## config.mk

```make
export PLATFORM = sky130hd
export DESIGN_NAME = nibble_alu_seq
export DESIGN_NICKNAME = d
export VERILOG_FILES = /design/src/rtl/nibble_alu_seq.sv
export SDC_FILE = /design/constraint.sdc
export NUM_CORES = 1
export LEC_CHECK = 0
export ABC_AREA = 1
export CORE_ASPECT_RATIO = 1.1
export CORE_MARGIN = 10
export CORE_UTILIZATION = 51
export DETAILED_ROUTE_END_ITERATION = 12
export GPL_TIMING_DRIVEN = 0
export PLACE_DENSITY = 0.79
export SLEW_MARGIN = 20
export SYNTH_ARGS = -nofsm -noshare
export SYNTH_HDL_FRONTEND = slang
export SYNTH_SLANG_ARGS = --single-unit
export TNS_END_PERCENT = 20
```

## constraint.sdc

```tcl
create_clock -name clk -period 2.5 [get_ports clk]
set_input_delay 0.375 -clock clk [delete_from_list [all_inputs] [get_ports clk]]
set_output_delay 0.375 -clock clk [all_outputs]
set_load 0.005 [all_outputs]
```

## src/rtl/nibble_alu_seq.sv

```systemverilog
// Multi-cycle ADD/ADC/SUB/SBB sequencer: one nibble per clock through a single
// shared 4-bit carry-lookahead adder, with carry rippled through a register.

module nibble_cla4 (
  input  logic       i_cin,
  input  logic [3:0] i_a,
  input  logic [3:0] i_b,
  output logic [3:0] o_sum,
  output logic       o_cout
);
  logic [3:0] w_g;
  logic [3:0] w_p;
  logic [4:0] w_c;

  assign w_g = i_a & i_b;
  assign w_p = i_a ^ i_b;

  // Flattened lookahead terms: every carry depends only on g/p and i_cin.
  assign w_c[0] = i_cin;
  assign w_c[1] = w_g[0] | (w_p[0] & i_cin);
  assign w_c[2] = w_g[1] | (w_p[1] & w_g[0]) | (w_p[1] & w_p[0] & i_cin);
  assign w_c[3] = w_g[2] | (w_p[2] & w_g[1]) | (w_p[2] & w_p[1] & w_g[0])
                | (w_p[2] & w_p[1] & w_p[0] & i_cin);
  assign w_c[4] = w_g[3] | (w_p[3] & w_g[2]) | (w_p[3] & w_p[2] & w_g[1])
                | (w_p[3] & w_p[2] & w_p[1] & w_g[0])
                | (w_p[3] & w_p[2] & w_p[1] & w_p[0] & i_cin);

  assign o_sum  = w_p ^ w_c[3:0];
  assign o_cout = w_c[4];
endmodule

module nibble_alu_seq #(
  parameter int WIDTH = 8
) (
  input  logic             clk,
  input  logic             rst_n,
  input  logic             start,
  input  logic [1:0]       op,
  input  logic [WIDTH-1:0] a,
  input  logic [WIDTH-1:0] b,
  output logic             busy,
  output logic             done,
  output logic [WIDTH-1:0] result,
  output logic             flag_c,
  output logic             flag_z,
  output logic             flag_n,
  output logic             flag_v
);
  localparam int NIB   = WIDTH / 4;
  localparam int IDX_W = (NIB > 1) ? $clog2(NIB) : 1;
  localparam logic [IDX_W-1:0] LAST_IDX = IDX_W'(NIB - 1);

  typedef enum logic {
    S_IDLE,
    S_RUN
  } state_t;

  state_t           r_state;
  state_t           w_state_next;
  logic [IDX_W-1:0] r_idx;
  logic [WIDTH-1:0] r_opa;
  logic [WIDTH-1:0] r_opb;
  logic [WIDTH-1:0] r_work;
  logic [WIDTH-1:0] w_work_next;
  logic             r_cin;
  logic             w_cin_sel;
  logic             w_last;
  logic [3:0]       w_sum;
  logic             w_cout;

  logic [WIDTH-1:0] r_result;
  logic             r_done;
  logic             r_flag_c;
  logic             r_flag_z;
  logic             r_flag_n;
  logic             r_flag_v;

  nibble_cla4 u_cla (
    .i_cin  (r_cin),
    .i_a    (r_opa[{r_idx, 2'b00} +: 4]),
    .i_b    (r_opb[{r_idx, 2'b00} +: 4]),
    .o_sum  (w_sum),
    .o_cout (w_cout)
  );

  // op[1] selects subtraction, op[0] selects chaining through the carry flag.
  assign w_cin_sel = op[0] ? r_flag_c : op[1];
  assign w_last    = (r_idx == LAST_IDX);

  always_comb begin
    // NOTE: defaults first so no path leaves a variable unassigned (no latches).
    w_work_next = r_work;
    w_work_next[{r_idx, 2'b00} +: 4] = w_sum;
  end

  always_comb begin
    w_state_next = r_state;
    case (r_state)
      S_IDLE:  if (start) w_state_next = S_RUN;
      S_RUN:   if (w_last) w_state_next = S_IDLE;
      default: w_state_next = S_IDLE;
    endcase
  end

  // NOTE: state registers use non-blocking assignments so all flops update together.
  always_ff @(posedge clk or negedge rst_n) begin
    if (!rst_n) r_state <= S_IDLE;
    else        r_state <= w_state_next;
  end

  // NOTE: operand and working registers are reset too, so an aborted operation
  // leaves no residue visible after reset.
  always_ff @(posedge clk or negedge rst_n) begin
    if (!rst_n) begin
      r_idx    <= '0;
      r_opa    <= '0;
      r_opb    <= '0;
      r_work   <= '0;
      r_cin    <= 1'b0;
      r_result <= '0;
      r_done   <= 1'b0;
      r_flag_c <= 1'b0;
      r_flag_z <= 1'b0;
      r_flag_n <= 1'b0;
      r_flag_v <= 1'b0;
    end else begin
      r_done <= 1'b0;
      case (r_state)
        S_IDLE: begin
          if (start) begin
            r_opa <= a;
            r_opb <= op[1] ? ~b : b;
            r_cin <= w_cin_sel;
            r_idx <= '0;
          end
        end
        S_RUN: begin
          r_work <= w_work_next;
          r_cin  <= w_cout;
          if (w_last) begin
            r_result <= w_work_next;
            r_done   <= 1'b1;
            r_flag_c <= w_cout;
            r_flag_z <= (w_work_next == '0);
            r_flag_n <= w_sum[3];
            // Overflow: like-signed operands producing an opposite-signed sum.
            r_flag_v <= (r_opa[WIDTH-1] == r_opb[WIDTH-1]) && (w_sum[3] != r_opa[WIDTH-1]);
          end else begin
            r_idx <= r_idx + 1'b1;
          end
        end
        default: ;
      endcase
    end
  end

  assign busy   = (r_state == S_RUN);
  assign done   = r_done;
  assign result = r_result;
  assign flag_c = r_flag_c;
  assign flag_z = r_flag_z;
  assign flag_n = r_flag_n;
  assign flag_v = r_flag_v;
endmodule

```

==> metrics.log <==
INFO  metric max_cap_viol_count = 0
INFO  metric drt-wirelength-per-cell = 12.2 um
INFO  metric synth_mux_area_frac = 0
INFO  metric first_global_vias = 1,554
INFO  metric worst_skew_pair.late_latency = 340 ps
INFO  metric count_of_routing_violations_after_the_opening_detailed_route_iteration = 84
INFO  metric yosysUniqueCellTypes = 22
INFO  metric async_flop_share = 1.00
INFO  metric arr_time_crit_path = 2400 ps
INFO  metric synth-adder-area-share = 0.0383
INFO  metric netlist_area = 1830 sq um
INFO  metric fin_crit = 2130 ps
INFO  metric synth.net_count = 243
INFO  metric timing.max_slew.rel_slack = 0.736
INFO  metric timing.final.crit_share = 0.853
INFO  metric cp_slowest_stage_delay = 400 ps
INFO  metric yosys_warnings = 0
INFO  metric power_frac_seq = 0.350
INFO  metric avgSynthCellArea = 8.43 sq um
INFO  metric critical_path.max_fanout = 10
INFO  metric synth_top_area_share = 0.534
INFO  metric worst_r2r_src = r_idx
INFO  metric num_cts_buffers = 5
INFO  metric setup.worst_path.end = result[7]
INFO  metric synth_edf_count = 0
INFO  metric fin_hold_viols = 0
INFO  metric vias_per_cell = 4.88
INFO  metric worst_ep_required_time = 2770 ps
INFO  metric hold_path.class = input port to async pin
INFO  metric element_type_at_the_critical_path_start = register
INFO  metric cts.sinks = 39
INFO  metric slew_violations = 0
INFO  metric critical_path.startpoint = r_idx
INFO  metric largest_family_of_logic_cells_by_synthesized_area = simple AND/OR/NAND/NOR gates
INFO  metric clock-root-buffer = clkbuf_4
INFO  metric gr-total-overflow = 0
INFO  metric setup.worst_path.class = register to register
INFO  metric seq_area = 976 sq um
INFO  metric status = completed
INFO  metric synthTopCellsByArea = dfrtp_1 (53%), nand2_1 (18%), o21ai_0 (6.6%)
INFO  metric drive_above_1_share = 0.0692
INFO  metric worst-r2r-cell-count = 12
INFO  metric internal_power = 1.84 mW
INFO  metric die_width = 77.1 um
INFO  metric drt_first_pass_iters = 4
INFO  metric yosys.area_share.simple = 0.240
INFO  metric initial_utilization = 0.540
INFO  metric crit_path_capture_type = register
INFO  metric dp_cells = 299
INFO  metric leakage_dissipation = 1.17 nW
INFO  metric dominant_synthesized_flop_cell = dfrtp_1
INFO  metric cp_common_cell = nand2_1
INFO  metric fin_tns_setup = 0 ps
INFO  metric insertedDiodeCount = 0
INFO  metric power-per-cell-area = 1330 nW/um^2
INFO  metric total_setup_buffers_inserted_after_cts = 0
INFO  metric num-fill-cells = 308
INFO  metric wl = 3770 um
INFO  metric yosys.cell_count.top_type = nand2_1
INFO  metric antenna_found_initial = 0
INFO  metric grt_start_max_net_pins = 29
INFO  metric nets = 285
INFO  metric synth-compound-area-share = 0.0793
INFO  metric drtAntennaViolNets = 0
INFO  metric crit_buf_inv = 3
INFO  metric fp.coreArea = 3390 sq um
INFO  metric fp-row-count = 22
INFO  metric cts_buffer_depth = 2
INFO  metric cell_types_with_the_highest_counts_after_synthesis = nand2_1 (87), dfrtp_1 (39), o21ai_0 (24), inv_1 (18)
INFO  metric die_area = 6380 sq um
INFO  metric power_switching = 1.26 mW
INFO  metric max_slew.worst_pin.slew = 396 ps
INFO  metric synth_xor_area_frac = 0.0479
INFO  metric reg2reg_setup_slack = 370 ps
INFO  metric top_level_ports = 35
INFO  metric crit_slowest_cell = dfrtp_1
INFO  metric share_clk_of_total_power = 0.142
INFO  metric grt.total_usage = 0.124
INFO  metric power_frac_comb = 0.508
INFO  metric unrepaired_setup_endpoints_after_global_routing = false
INFO  metric place.port_buffers = 33
INFO  metric clock_tree_from_tritoncts = done
INFO  metric syn_to_final_growth = 27.5%
INFO  metric synth.largest_area_cell = dfrtp_1
INFO  metric die_h = 82.8 um
INFO  metric cts_htree_levels = 2
INFO  metric grt_first_pass_wirelength = 6590 um
INFO  metric clock-skew-final = 4.00 ps
INFO  metric critical_path.cell_chain = buf_6 > inv_1 > clkbuf_2 > nand2_1 > nand2_1 > ha_1 > or2_0 > nand2_1 > nand2_1 > nand2_1 > nand2_1 > o21ai_0
INFO  metric final-setup-viol-count = 0
INFO  metric synthCells = 217
INFO  metric drt_drc_violations_left = 0
INFO  metric gp_congestion = 0.858
INFO  metric vias = 1,504
INFO  metric fmaxAchievable = 469 MHz
INFO  metric critical_path.reg2reg.endpoint = result[7]
INFO  metric detailed_place_hpwl = 2920 um
INFO  metric crit_family = simple AND/OR/NAND/NOR gates
INFO  metric synth_sequential_area_ratio = 0.534
INFO  metric fin_cells = 308
INFO  metric power_switching_share = 0.407
INFO  metric area_of_the_multi_input_gates = 742 sq um
INFO  metric worst_ir_drop_vdd = 0.699 mV
INFO  metric clk_pin_slew = 110 ps
INFO  metric path_depth = 12
INFO  metric count_of_state_elements_after_synthesis = 39
## repair_timing
action	in CTS	in global routing
hold buffers	1	0
resized for setup	0	2
setup endpoints to repair	0	1
hold endpoints to repair	11	0
## worst min-delay path by stage
| stage | from | endpoint | slack [ps] | cells after the start |
|---|---|---|---|---|
| global route | rst_n | r_work[1] | 420 | 2 |
| floorplan | rst_n | busy | 80 | 0 |
| global placement | r_work[0] | r_work[0] | 450 | 2 |
| CTS | rst_n | result[6] | 420 | 2 |
| detailed placement | rst_n | result[6] | 270 | 1 |
| finish | rst_n | result[6] | 420 | 2 |
## routing by layer
metal  vias to the layer above  global-route usage  wire [um]
met4                         0              0.0578         75
li1                        762                   -          -
met5                         -                   0          0
met2                        36               0.198       1810
met3                         8              0.0517        215
met1                       698               0.140       1670
## layout by cell type (no fill, tap or decap)
cell and n:
xnor2_1 8, nand2_4 1, nor2_1 8, clkbuf_8 1
clkbuf_2 2, buf_6 1, bufinv_16 1, clkdlybuf4s50_1 32
or2_0 1, xor2_1 2, nand2_1 87, nand3_1 8
o21a_1 1, o211ai_1 1, a21oi_1 1, fa_1 1
dlygate4sd3_1 1, buf_12 1, o21ai_1 1, dfrtp_1 39
nand4_1 3, o21ai_0 24, ha_1 4, clkinv_2 1
buf_2 5, or2_1 1, clkbuf_1 1, inv_1 18
clkbuf_4 5
## final cells by class
cell class	instances	share of cell area
sequential	39	0.418
multi-input combinational	152	0.318
buffer	8	0.0193
timing repair buffer	35	0.152
clock inverter	2	0.0150
clock buffer	6	0.0220
inverter	18	0.0290
tap	48	0.0258
## per-stage QoR
stage	hold WS [ps]	util	total power, mW	cell area (sq um)	setup slack [ps]
2_1_floorplan	79.4	-	2.14	1830	561
6_report	425	0.689	3.11	2330	368
5_1_grt	425	0.689	3.42	2330	159
4_1_cts	420	0.688	3.14	2330	225
3_3_place_gp	448	0.656	2.62	2220	169
3_5_place_dp	271	0.660	2.68	2230	234
## flip-flops by register name (all words and copies together) (netlist names)
signal and count:
busy 1, done 1, flag_c 1, flag_n 1, flag_v 1, flag_z 1, r_cin 1, r_idx 1
r_opa 8, r_opb 8, r_work 7, result 8
## logic make-up after synthesis
family	after synthesis
flops	39
compound gates	28
simple gates	109
xor+xnor	10
fa+ha+maj	5
buf+inv	26
## power groups by stage
stage	clock, mW	sequential (mW)	combinational (mW)
floorplan	0	1.08	1.06
global placement	0	1.09	1.53
detailed placement	0	1.10	1.58
CTS	0.453	1.09	1.59
global route	0.477	1.13	1.81
finish	0.441	1.09	1.58
No activity file was read; power rests on OpenSTA's default activity.
